**config.mk**
```make
export PLATFORM = sky130hd
export DESIGN_NAME = pc_gen
export DESIGN_NICKNAME = d
export VERILOG_FILES = /design/src/rtl/pc_gen.sv
export SDC_FILE = /design/constraint.sdc
export NUM_CORES = 1
export LEC_CHECK = 0
export ABC_AREA = 1
export CAP_MARGIN = 30
export CORE_MARGIN = 5
export CORE_UTILIZATION = 35
export DETAILED_ROUTE_END_ITERATION = 7
export GPL_TIMING_DRIVEN = 0
export PLACE_DENSITY_LB_ADDON = 0.15
export SLEW_MARGIN = 30
export SYNTH_ARGS = -nofsm -noshare
export SYNTH_HDL_FRONTEND = slang
export SYNTH_SLANG_ARGS = --single-unit
export TNS_END_PERCENT = 20
```
**constraint.sdc**
```tcl
create_clock -name clk -period 1.9 [get_ports clk]
set_input_delay 0.38 -clock clk [delete_from_list [all_inputs] [get_ports clk]]
set_output_delay 0.38 -clock clk [all_outputs]
set_load 0.01 [all_outputs]
```
**src/rtl/pc_gen.sv**
```systemverilog
// ---------------------------------------------------------------------------
// pc_gen -- fetch-side PC generator, producer end of the IF pipeline register.
//
// Chooses the next fetch PC each cycle from, highest priority first:
//   1. commit-stage flush (overrides IF backpressure)
//   2. IF stall (hold; an execute redirect seen here is parked as pending)
//   3. execute-stage redirect
//   4. a redirect parked during an earlier stall
//   5. sequential increment by PC_STEP (wraps at 2^PC_WIDTH)
// Every redirect target is word aligned (bits [1:0] cleared) before use.
// A redirect shows up on pc one cycle after it is applied. if_flush is high
// only in the cycle the redirect is applied, so that the wrong-path IF entry
// being latched at the same edge is discarded.
//
// Fetch interface semantics: pc is a valid fetch address whenever pc_en=1.
// No ready signal comes back. Backpressure is signalled by if_stall, which
// holds pc. An entry latched while if_flush=1 must be dropped by the consumer.
//
// cpu_en=0 freezes all state, drops pc_en and ignores every redirect input.
//
// Ports:
//   clk             in   pipeline clock, rising edge
//   rst_n           in   asynchronous active-low reset
//   cpu_en          in   global run enable
//   if_stall        in   IF/decode backpressure, hold pc
//   ex_redirect_en  in   execute-stage redirect valid
//   ex_redirect_pc  in   execute-stage redirect target
//   cmt_flush_en    in   commit-stage flush valid (highest priority)
//   cmt_flush_pc    in   commit-stage flush target
//   pc              out  registered fetch PC
//   pc_en           out  registered fetch request valid
//   if_flush        out  combinational discard strobe for the IF entry
//   pend_valid      out  registered, a stalled redirect is waiting
//
// Optional build macro PCGEN_MISALIGN_EN adds:
//   misalign_err    out  registered one-cycle pulse when a redirect target
//                        that is applied or captured has bits [1:0] != 0
//   misalign_addr   out  registered raw (unaligned) target of that redirect
// ---------------------------------------------------------------------------
module pc_gen #(
  parameter int                  PC_WIDTH     = 32,
  parameter logic [PC_WIDTH-1:0] RESET_VECTOR = '0,
  parameter int                  PC_STEP      = 4
) (
  input  logic                clk,
  input  logic                rst_n,
  input  logic                cpu_en,
  input  logic                if_stall,
  input  logic                ex_redirect_en,
  input  logic [PC_WIDTH-1:0] ex_redirect_pc,
  input  logic                cmt_flush_en,
  input  logic [PC_WIDTH-1:0] cmt_flush_pc,
  output logic [PC_WIDTH-1:0] pc,
  output logic                pc_en,
  output logic                if_flush,
  output logic                pend_valid
`ifdef PCGEN_MISALIGN_EN
  ,
  output logic                misalign_err,
  output logic [PC_WIDTH-1:0] misalign_addr
`endif
);

  // Clears the two low address bits of a redirect target.
  localparam logic [PC_WIDTH-1:0] ALIGN_MASK = ~PC_WIDTH'(3);
  localparam logic [PC_WIDTH-1:0] STEP       = PC_WIDTH'(PC_STEP);

  // OFF        : out of reset, waiting for the first cpu_en
  // RUN        : fetching normally
  // STALL      : held by if_stall, nothing pending
  // STALL_PEND : held by if_stall with a redirect parked in pend_pc_q
  typedef enum logic [1:0] {
    ST_OFF        = 2'd0,
    ST_RUN        = 2'd1,
    ST_STALL      = 2'd2,
    ST_STALL_PEND = 2'd3
  } state_t;

  state_t              state_q;
  state_t              state_d;
  logic [PC_WIDTH-1:0] pc_d;
  logic [PC_WIDTH-1:0] pend_pc_q;
  logic [PC_WIDTH-1:0] pend_pc_d;
  logic                pend_valid_d;
  logic                pc_en_d;
  logic                flush_d;
  logic [PC_WIDTH-1:0] ex_tgt;
  logic [PC_WIDTH-1:0] cmt_tgt;

  assign ex_tgt  = ex_redirect_pc & ALIGN_MASK;
  assign cmt_tgt = cmt_flush_pc & ALIGN_MASK;

  // -------------------------------------------------------------------------
  // State register
  // -------------------------------------------------------------------------
  always_ff @(posedge clk or negedge rst_n) begin
    if (!rst_n) begin
      state_q    <= ST_OFF;
      pc         <= RESET_VECTOR;
      pc_en      <= 1'b0;
      pend_valid <= 1'b0;
      pend_pc_q  <= '0;
    end else begin
      state_q    <= state_d;
      pc         <= pc_d;
      pc_en      <= pc_en_d;
      pend_valid <= pend_valid_d;
      pend_pc_q  <= pend_pc_d;
    end
  end

  // -------------------------------------------------------------------------
  // Next-state and next-PC selection
  // -------------------------------------------------------------------------
  always_comb begin
    state_d      = state_q;
    pc_d         = pc;
    pend_pc_d    = pend_pc_q;
    pend_valid_d = pend_valid;
    pc_en_d      = cpu_en;
    flush_d      = 1'b0;

    if (cpu_en) begin
      if (state_q == ST_OFF) begin
        // Entry cycle: start fetching at the reset vector without stepping.
        state_d = ST_RUN;
      end else if (cmt_flush_en) begin
        pc_d         = cmt_tgt;
        pend_valid_d = 1'b0;
        flush_d      = 1'b1;
        state_d      = ST_RUN;
      end else if (if_stall) begin
        if (ex_redirect_en) begin
          // Park the redirect; a later one in the same stall overwrites it.
          pend_pc_d    = ex_tgt;
          pend_valid_d = 1'b1;
          state_d      = ST_STALL_PEND;
        end else if (pend_valid) begin
          state_d = ST_STALL_PEND;
        end else begin
          state_d = ST_STALL;
        end
      end else if (ex_redirect_en) begin
        // A fresh redirect is younger than anything parked, so it wins.
        pc_d         = ex_tgt;
        pend_valid_d = 1'b0;
        flush_d      = 1'b1;
        state_d      = ST_RUN;
      end else if (pend_valid) begin
        pc_d         = pend_pc_q;
        pend_valid_d = 1'b0;
        flush_d      = 1'b1;
        state_d      = ST_RUN;
      end else begin
        pc_d    = pc + STEP;
        state_d = ST_RUN;
      end
    end
  end

  // Gating with rst_n keeps the strobe low while reset is held, independent
  // of whatever the redirect inputs are doing.
  assign if_flush = rst_n & flush_d;

`ifdef PCGEN_MISALIGN_EN
  // -------------------------------------------------------------------------
  // Misaligned redirect reporting. Only the redirect that is actually used
  // (applied or parked) this cycle is examined; a pending target was already
  // checked when it was parked.
  // -------------------------------------------------------------------------
  logic                mis_hit;
  logic [PC_WIDTH-1:0] mis_raw;

  always_comb begin
    mis_hit = 1'b0;
    mis_raw = cmt_flush_pc;
    if (cpu_en && (state_q != ST_OFF)) begin
      if (cmt_flush_en) begin
        mis_raw = cmt_flush_pc;
        mis_hit = |cmt_flush_pc[1:0];
      end else if (ex_redirect_en) begin
        mis_raw = ex_redirect_pc;
        mis_hit = |ex_redirect_pc[1:0];
      end
    end
  end

  always_ff @(posedge clk or negedge rst_n) begin
    if (!rst_n) begin
      misalign_err  <= 1'b0;
      misalign_addr <= '0;
    end else begin
      misalign_err <= mis_hit;
      if (mis_hit) begin
        misalign_addr <= mis_raw;
      end
    end
  end
`endif

endmodule

```
Word level (Yosys, flattened, before mapping):

Index checks and enable logic that the tools add are counted.

* register bits after elaboration: 66
* input port bits: 70
* output and inout port bits: 35
* word-level logic and storage cells: 33

* add/subtract/negate cells: 1
* eq/ne operators: 2
* mux-type cells: 18
* bitwise logic cells: 3
* reduce and logical (&&, ||, !) cells: 4

Operators by type and width (count)
* 2-to-1 mux 32 bit: 4
* adder 32 x 3 -> 32 bit, second input constant: 1
* 2-to-1 mux 1 bit: 11
* 2-to-1 mux 2 bit: 3
* AND reduction 3 bit: 2
* AND reduction 5 bit: 1
* inequality test 3 x 1 -> 1 bit, second input constant: 1
* zero test 2 bit: 1
* inequality test 2 x 1 -> 1 bit, second input constant: 1
* NOT 1 bit: 2
* bitwise AND 1 bit: 1

Depth between registers and ports, before layout:

Gate-level depths: netlist of the first run.

* word-level depth: 7
* mapped depth: 13
* depth with buffers taken out: 13

Least setup slack after synthesis of the first run:

Ideal clock, no wire load.

* kind: input-to-output
* start: in cmt_flush_en
* end: out if_flush
* arrival time: 1231 ps
* data required time: 1520 ps
* slack: 289 ps
* cell stages on the path: 8
* buffers on the path: 2
* cell sequence: inv_2 > nand2_1 > inv_1 > nor2_2 > inv_2 > buf_2 > buf_2 > nor2_1

* word-level cells in the longest chain between the ends: 4

Ends and longest elaborated chain
* start, declared: RTL line 51 `input logic cmt_flush_en,`
* 2-to-1 mux 1 bit: RTL line 127 `end else if (cmt_flush_en) begin`
* 2-to-1 mux 1 bit: RTL line 124 `if (state_q == ST_OFF) begin`
* 2-to-1 mux 1 bit: RTL line 123 `if (cpu_en) begin`
* bitwise AND 1 bit: RTL line 163 `assign if_flush = rst_n & flush_d;`
* end, declared: RTL line 55 `output logic if_flush,`

Every way passes these cells.

Final worst setup path of the first run:

* start: reg pc[17]
* end: out pc[17]

RTL lines
* start, declared: RTL line 53 `output logic [PC_WIDTH-1:0] pc,`
* start signal, assigned: RTL line 105 `pc <= pc_d;`

No word-level cell between the ends.

==> results of run 1 <==
-- cell usage after synthesis (6+ instances only) --
cell type    n
clkbuf_1    11
dfrtp_1     64
nor2_2      10
o21ai_1      8
nor2_4       6
o21ai_0     45
nand2_1    237
nor2_1      76
inv_1       47
buf_2       11
a21oi_1     44
nand3_1     31
-- stage by stage --
stage	setup TNS, ps	cells	total power [W]	instance area (um^2)	hold slack (ps)
CTS	0	920	0.00504	5870	70.1
global placement	-143400	893	0.00336	5410	454
floorplan	0	648	0.00264	4240	84.4
finish	0	920	0.00506	5890	73.7
detailed placement	-20470	894	0.00339	5420	340
global route	0	920	0.00533	5890	91.2
-- power by group through the flow --
stage	Combinational [W]	Sequential, W	Clock [W]
6_report	0.00152	0.00193	0.00161
2_1_floorplan	0.000744	0.00189	0
4_1_cts	0.00151	0.00192	0.00162
3_5_place_dp	0.00145	0.00194	0
3_3_place_gp	0.00143	0.00194	0
5_1_grt	0.00168	0.00196	0.00169
-- how the worst min path moves through the flow --
stage	start	end	slack, ps
after floorplan	rst_n	pc[10]$_DFFE_PN0P_	80
after global placement	pend_pc_q[15]$_DFFE_PN0P_	pend_pc_q[15]$_DFFE_PN0P_	450
after detailed placement	rst_n	pend_pc_q[13]$_DFFE_PN0P_	340
after CTS	rst_n	pend_pc_q[11]$_DFFE_PN0P_	70
after global routing	rst_n	pend_pc_q[9]$_DFFE_PN0P_	90
final	rst_n	pc[9]$_DFFE_PN0P_	70
-- sequential cells by signal, indices dropped and copies added (netlist names) --
name / cells
pc_en: 1
pend_pc_q: 30
pend_valid: 1
pc: 30
state_q: 2
-- per-layer routing --
layer,up-vias,global-route usage
li1,2291,-
met1,2185,0.327
met2,197,0.385
met3,28,0.0561
met4,0,0.0945
met5,-,0
-- repair_timing --
| item | 4_1_cts | 5_1_grt |
|---|---|---|
| hold buffers | 4 | 0 |
| endpoints found under the setup margin | 28 | 28 |
| resized for setup | 27 | 16 |
| pin swaps | 2 | 2 |
| setup buffers | 7 | 0 |
| endpoints found under the hold margin | 27 | 0 |
-- cell families after synthesis --
kind of cell | after synthesis | share of synthesized area
adder cells (fa/ha/maj) | 1 | 0.00295
buffers and inverters | 82 | 0.0838
other | 1 | 0.000885
flip-flops | 64 | 0.378
AND/OR/NAND/NOR | 374 | 0.370
XOR/XNOR | 5 | 0.0103
AO/OA/AOI/OAI | 120 | 0.154
-- layout make-up --
cell class / count / area share
clock inverters: 5 / 0.00531
inverters: 51 / 0.0329
multi-input cells: 502 / 0.393
clock buffers: 11 / 0.0429
repair buffers: 110 / 0.187
flip-flops and latches: 64 / 0.272
well taps: 147 / 0.0312
plain buffers: 30 / 0.0350
-- tightest hold or removal path, stage by stage --
cell    delay [ps]
buf_4          100
buf_12         110
buf_12         180
==> run summary, run 1 <==
Gr ovfl total = 0
CTS root buf = clkbuf_16
Rel. slew slack = 0.466
Cell Pwr Density = 859 nW/um^2
Finish-stage setup viols = 0
CP required = 1520 ps
CP endpoint = pc[17]
Nets = 839
Vias = 4,701
Reg2Reg Launch Point = pend_valid$_DFFE_PN0P_
Largest net degree at the start of global routing = 28
Post-place setup slack = -1120 ps
Std-Cell Rows = 40
Mapped Cells = 647
Reg power frac = 0.381
Yosys top cell by area = dfrtp_1
Post-DR wirelength/cell = 18.6 um
Vias in the first global route = 4,815
Initial antenna violation count = 0
Stages on the worst setup path = 1
FF+latch count, synth = 64
Final HPWL DP = 12.4 mm
WP data arrival = 1470 ps
Slowest library cell on the worst path = clkdlybuf4s50_1
Iteration count of the initial detailed-routing pass = 6
Synth area leaders = dfrtp_1 38%, nand2_1 21%, nor2_1 6.7%
Top FF cell, synth = dfrtp_1
Synth Cell Area = 4240 um^2
Hold Crit Class = input port to async pin
GP Congestion = 0.905
Io pins = 105
Fmax = 0.540 GHz
RSZ-0062 raised after global routing = yes
Met2 Wirelength = 7.60 mm
Post-Route WL = 17.1 mm
CTS Sinks = 64
R2R cell count = 6
Share of cells above drive strength 1 = 0.114
Sequence of cells on the critical path = clkdlybuf4s50_1
VDD IR-drop max = 574 uV
Met3 Routed Length = 1.28 mm
EDFF count, synth = 0
Share of the synthesized area in the top cell type = 0.378
Max stage delay on crit path = 610 ps
Crit start category = register
FF+latch area = 1610 um^2
Final min period = 1850 ps
Total GRT Usage = 0.245
Pleak = 2.76 nW
First-pass GRT wire length = 26.9 mm
Library cells used by synthesis = 33
Delay-heaviest family, CP = buffers and inverters
Fill count = 1,257
Slew @ Worst Pin = 798 ps
Worst setup EP type = primary output
Worst R2R Setup Slack = 130 ps
Core ar. = 12,000 um^2
Die area = 14,400 um^2
Most common cell after layout, fill and taps aside = nand2_1
# diodes = 0
Part of the power in the clock network = 0.319
Syn Area/Cell = 6.55 um^2
DRT antenna net count = 0
CP max FO = 7
Core Util, Final = 0.493
Crit Path Category = register to primary output
MaxCap Viol Count = 0
Synth warn = 0
Logic pwr share = 0.300
CTS tree = yes
Slew Limit Fails = 0
Die Span Y = 120 um
Number of remaining DRC errors = 0
Htree depth = 3
Internal power = 0.00328 W
Psw = 0.00178 W
Initial drt markers = 490
Ys async rst share = 1.00
Die width = 120 um
Reg2reg end = pc[26]$_DFFE_PN0P_
Switching Share = 0.351
Most frequent cells in the layout = 236 x nand2_1, 92 x clkdlybuf4s50_1, 73 x nor2_1, 61 x dfrtp_1, 46 x inv_1
Area of the multi-input gates = 2310 um^2
Tcrit/Tclk final = 0.975
Initial Util = 0.354
Skew-Pair Late Insertion Delay = 350 ps
Metal-1 WL = 7.79 mm
Critical Path Start = pc[17]$_DFFE_PN0P_
Area grow syn2layout = 39.1%
Register area share after synthesis = 0.378
Clock transition at the registers of the reported paths = 60 ps
DR vias/cell = 5.11
PortBufs = 98
TritonCTS Buffers = 9
Hold Fails Final Rpt = 0
CTS max path bufs = 2
Worst path bufs/invs = 1
Final Skew = 8.74 ps
Top sig layer = met4
Status = finished, final reports clean
Final WS setup = 48.3 ps
(Power assumes the default switching activity.)
==> inputs of run 2 (changes only) <==
Settings changed: GPL_TIMING_DRIVEN 0 to default, PLACE_DENSITY from default to 0.63, PLACE_DENSITY_LB_ADDON 0.15 to default.
==> run 2 against run 1 <==
Against the previous run:
- sequential share of layout area is 0.15 points lower
- first-iteration DRC count fell by 38%
- utilization increased by 0.27 points
- hold slack gained 88 ps
- register-to-register slack gained 30 ps
- combinational power grew 3%
- largest cell class unchanged
- largest power group unchanged
- highest routed layer unchanged
==> run summary, run 2 (synthesized netlist as in run 1, its figures left out) <==
Post-DR wirelength/cell = 15.6 um
Cell Pwr Density = 893 nW/um^2
CTS max path bufs = 2
Final HPWL DP = 10.4 mm
Share of cells above drive strength 1 = 0.117
Pleak = 2.80 nW
Largest net degree at the start of global routing = 48
Tcrit/Tclk final = 0.960
Hold Fails Final Rpt = 0
Die width = 120 um
CP max FO = 4
Post-Route WL = 14.3 mm
PortBufs = 98
Max stage delay on crit path = 540 ps
Reg2reg end = pc[20]$_DFFE_PN0P_
Initial drt markers = 304
Setup TNS = 0 ps
# diodes = 0
RSZ-0062 raised after global routing = yes
WP data arrival = 1440 ps
Fill count = 1,249
Io pins = 105
DP Area = 5550 um^2
Slew Limit Fails = 0
Final min period = 1820 ps
Slew @ Worst Pin = 523 ps
Post-place setup slack = -322 ps
VDD IR-drop max = 340 uV
First-pass GRT wire length = 23.3 mm
Die area = 14,400 um^2
Final WS setup = 75.3 ps
Initial antenna violation count = 0
Vias in the first global route = 4,601
Fmax = 0.548 GHz
Hold Crit Class = input port to async pin
CTS tree = yes
DR vias/cell = 5.01
Nets = 837
Worst setup EP type = primary output
Final Skew = 6.25 ps
Clock transition at the registers of the reported paths = 60 ps
GP Congestion = 0.886
Most frequent cells in the layout = 237 x nand2_1, 94 x clkdlybuf4s50_1, 74 x nor2_1, 61 x dfrtp_1, 47 x inv_1
Number of remaining DRC errors = 0
Die Span Y = 120 um
Crit start category = register
Iteration count of the initial detailed-routing pass = 5
Most common cell after layout, fill and taps aside = nand2_1
CTS Sinks = 64
Finish-stage setup viols = 0
Status = finished, final reports clean
Vias = 4,602
Gr ovfl total = 0
Total GRT Usage = 0.202
R2R cell count = 12
Slowest library cell on the worst path = clkdlybuf4s50_1
Final instance area = 5930 um^2
Std-Cell Rows = 40
Skew-Pair Late Insertion Delay = 340 ps
Crit Path Category = register to primary output
TritonCTS Buffers = 9
Htree depth = 3
Sequence of cells on the critical path = buf_4, clkdlybuf4s50_1
Initial Util = 0.354
CP required = 1520 ps
Biggest regs = pc x30, pend_pc_q x30, state_q x2
CTS root buf = clkbuf_16
Rel. slew slack = 0.651
MaxCap Viol Count = 0
Area grow syn2layout = 39.8%
Worst R2R Setup Slack = 160 ps
Core ar. = 12,000 um^2
Reg2Reg Launch Point = pc[3]$_DFFE_PN0P_
DRT antenna net count = 0
==> run 2: what timing repair did <==
action,CTS,global route
hold buffers,0,0
resized for setup,8,10
setup endpoints to repair,2,48
pin swaps,1,1
buffers inserted,0,2
==> run 2: worst max path at each step <==
stage	startpoint	endpoint	slack, ps
final	pc[13]$_DFFE_PN0P_	pc[13]	80
after global routing	pc[3]$_DFFE_PN0P_	pc[14]$_DFFE_PN0P_	-20
after CTS	cmt_flush_en	if_flush	0.2
after detailed placement	cmt_flush_en	if_flush	-320
after global placement	ex_redirect_en	if_flush	-310
after floorplan	cmt_flush_en	if_flush	290
==> run 2: per-layer routing <==
| layer | share of wire | GRT usage | wire [um] | vias to the layer above |
|---|---|---|---|---|
| met3 | 0.056 | 0.0339 | 801 | 22 |
| met1 | 0.45 | 0.270 | 6490 | 2135 |
| met4 | 0.019 | 0.0766 | 278 | 0 |
| li1 | - | - | - | 2297 |
| met5 | 0 | 0 | 0 | - |
| met2 | 0.47 | 0.328 | 6760 | 148 |
==> run 2: per-stage QoR <==
stage	std cells	hold WS [ps]	util	total power, W
global placement	900	456	0.464	0.00340
floorplan	648	84.4	-	0.00264
detailed placement	900	459	0.464	0.00344
finish	918	161	0.495	0.00529
global route	918	189	0.495	0.00558
CTS	916	163	0.493	0.00531
==> run 2: where the power goes <==
group	switching [W]	internal (W)
logic	0.000816	0.000758
clock network	0.000630	0.00122
registers	0.000243	0.00163
total	0.00169	0.00360
==> run 2: critical path: cells and delay by family, from the launching register on <==
family	cells	cell delay, ps
buffers and inverters	2	690
DFF	1	420
==> run 2: final cells by class <==
type | count | area [um^2] | share of cell area
clock inverter | 5 | 78.8 | 0.0133
timing repair buffer | 138 | 1320 | 0.222
tap | 147 | 184 | 0.0310
multi-input combinational | 502 | 2300 | 0.388
sequential | 64 | 1610 | 0.271
clock buffer | 11 | 253 | 0.0427
inverter | 51 | 191 | 0.0323
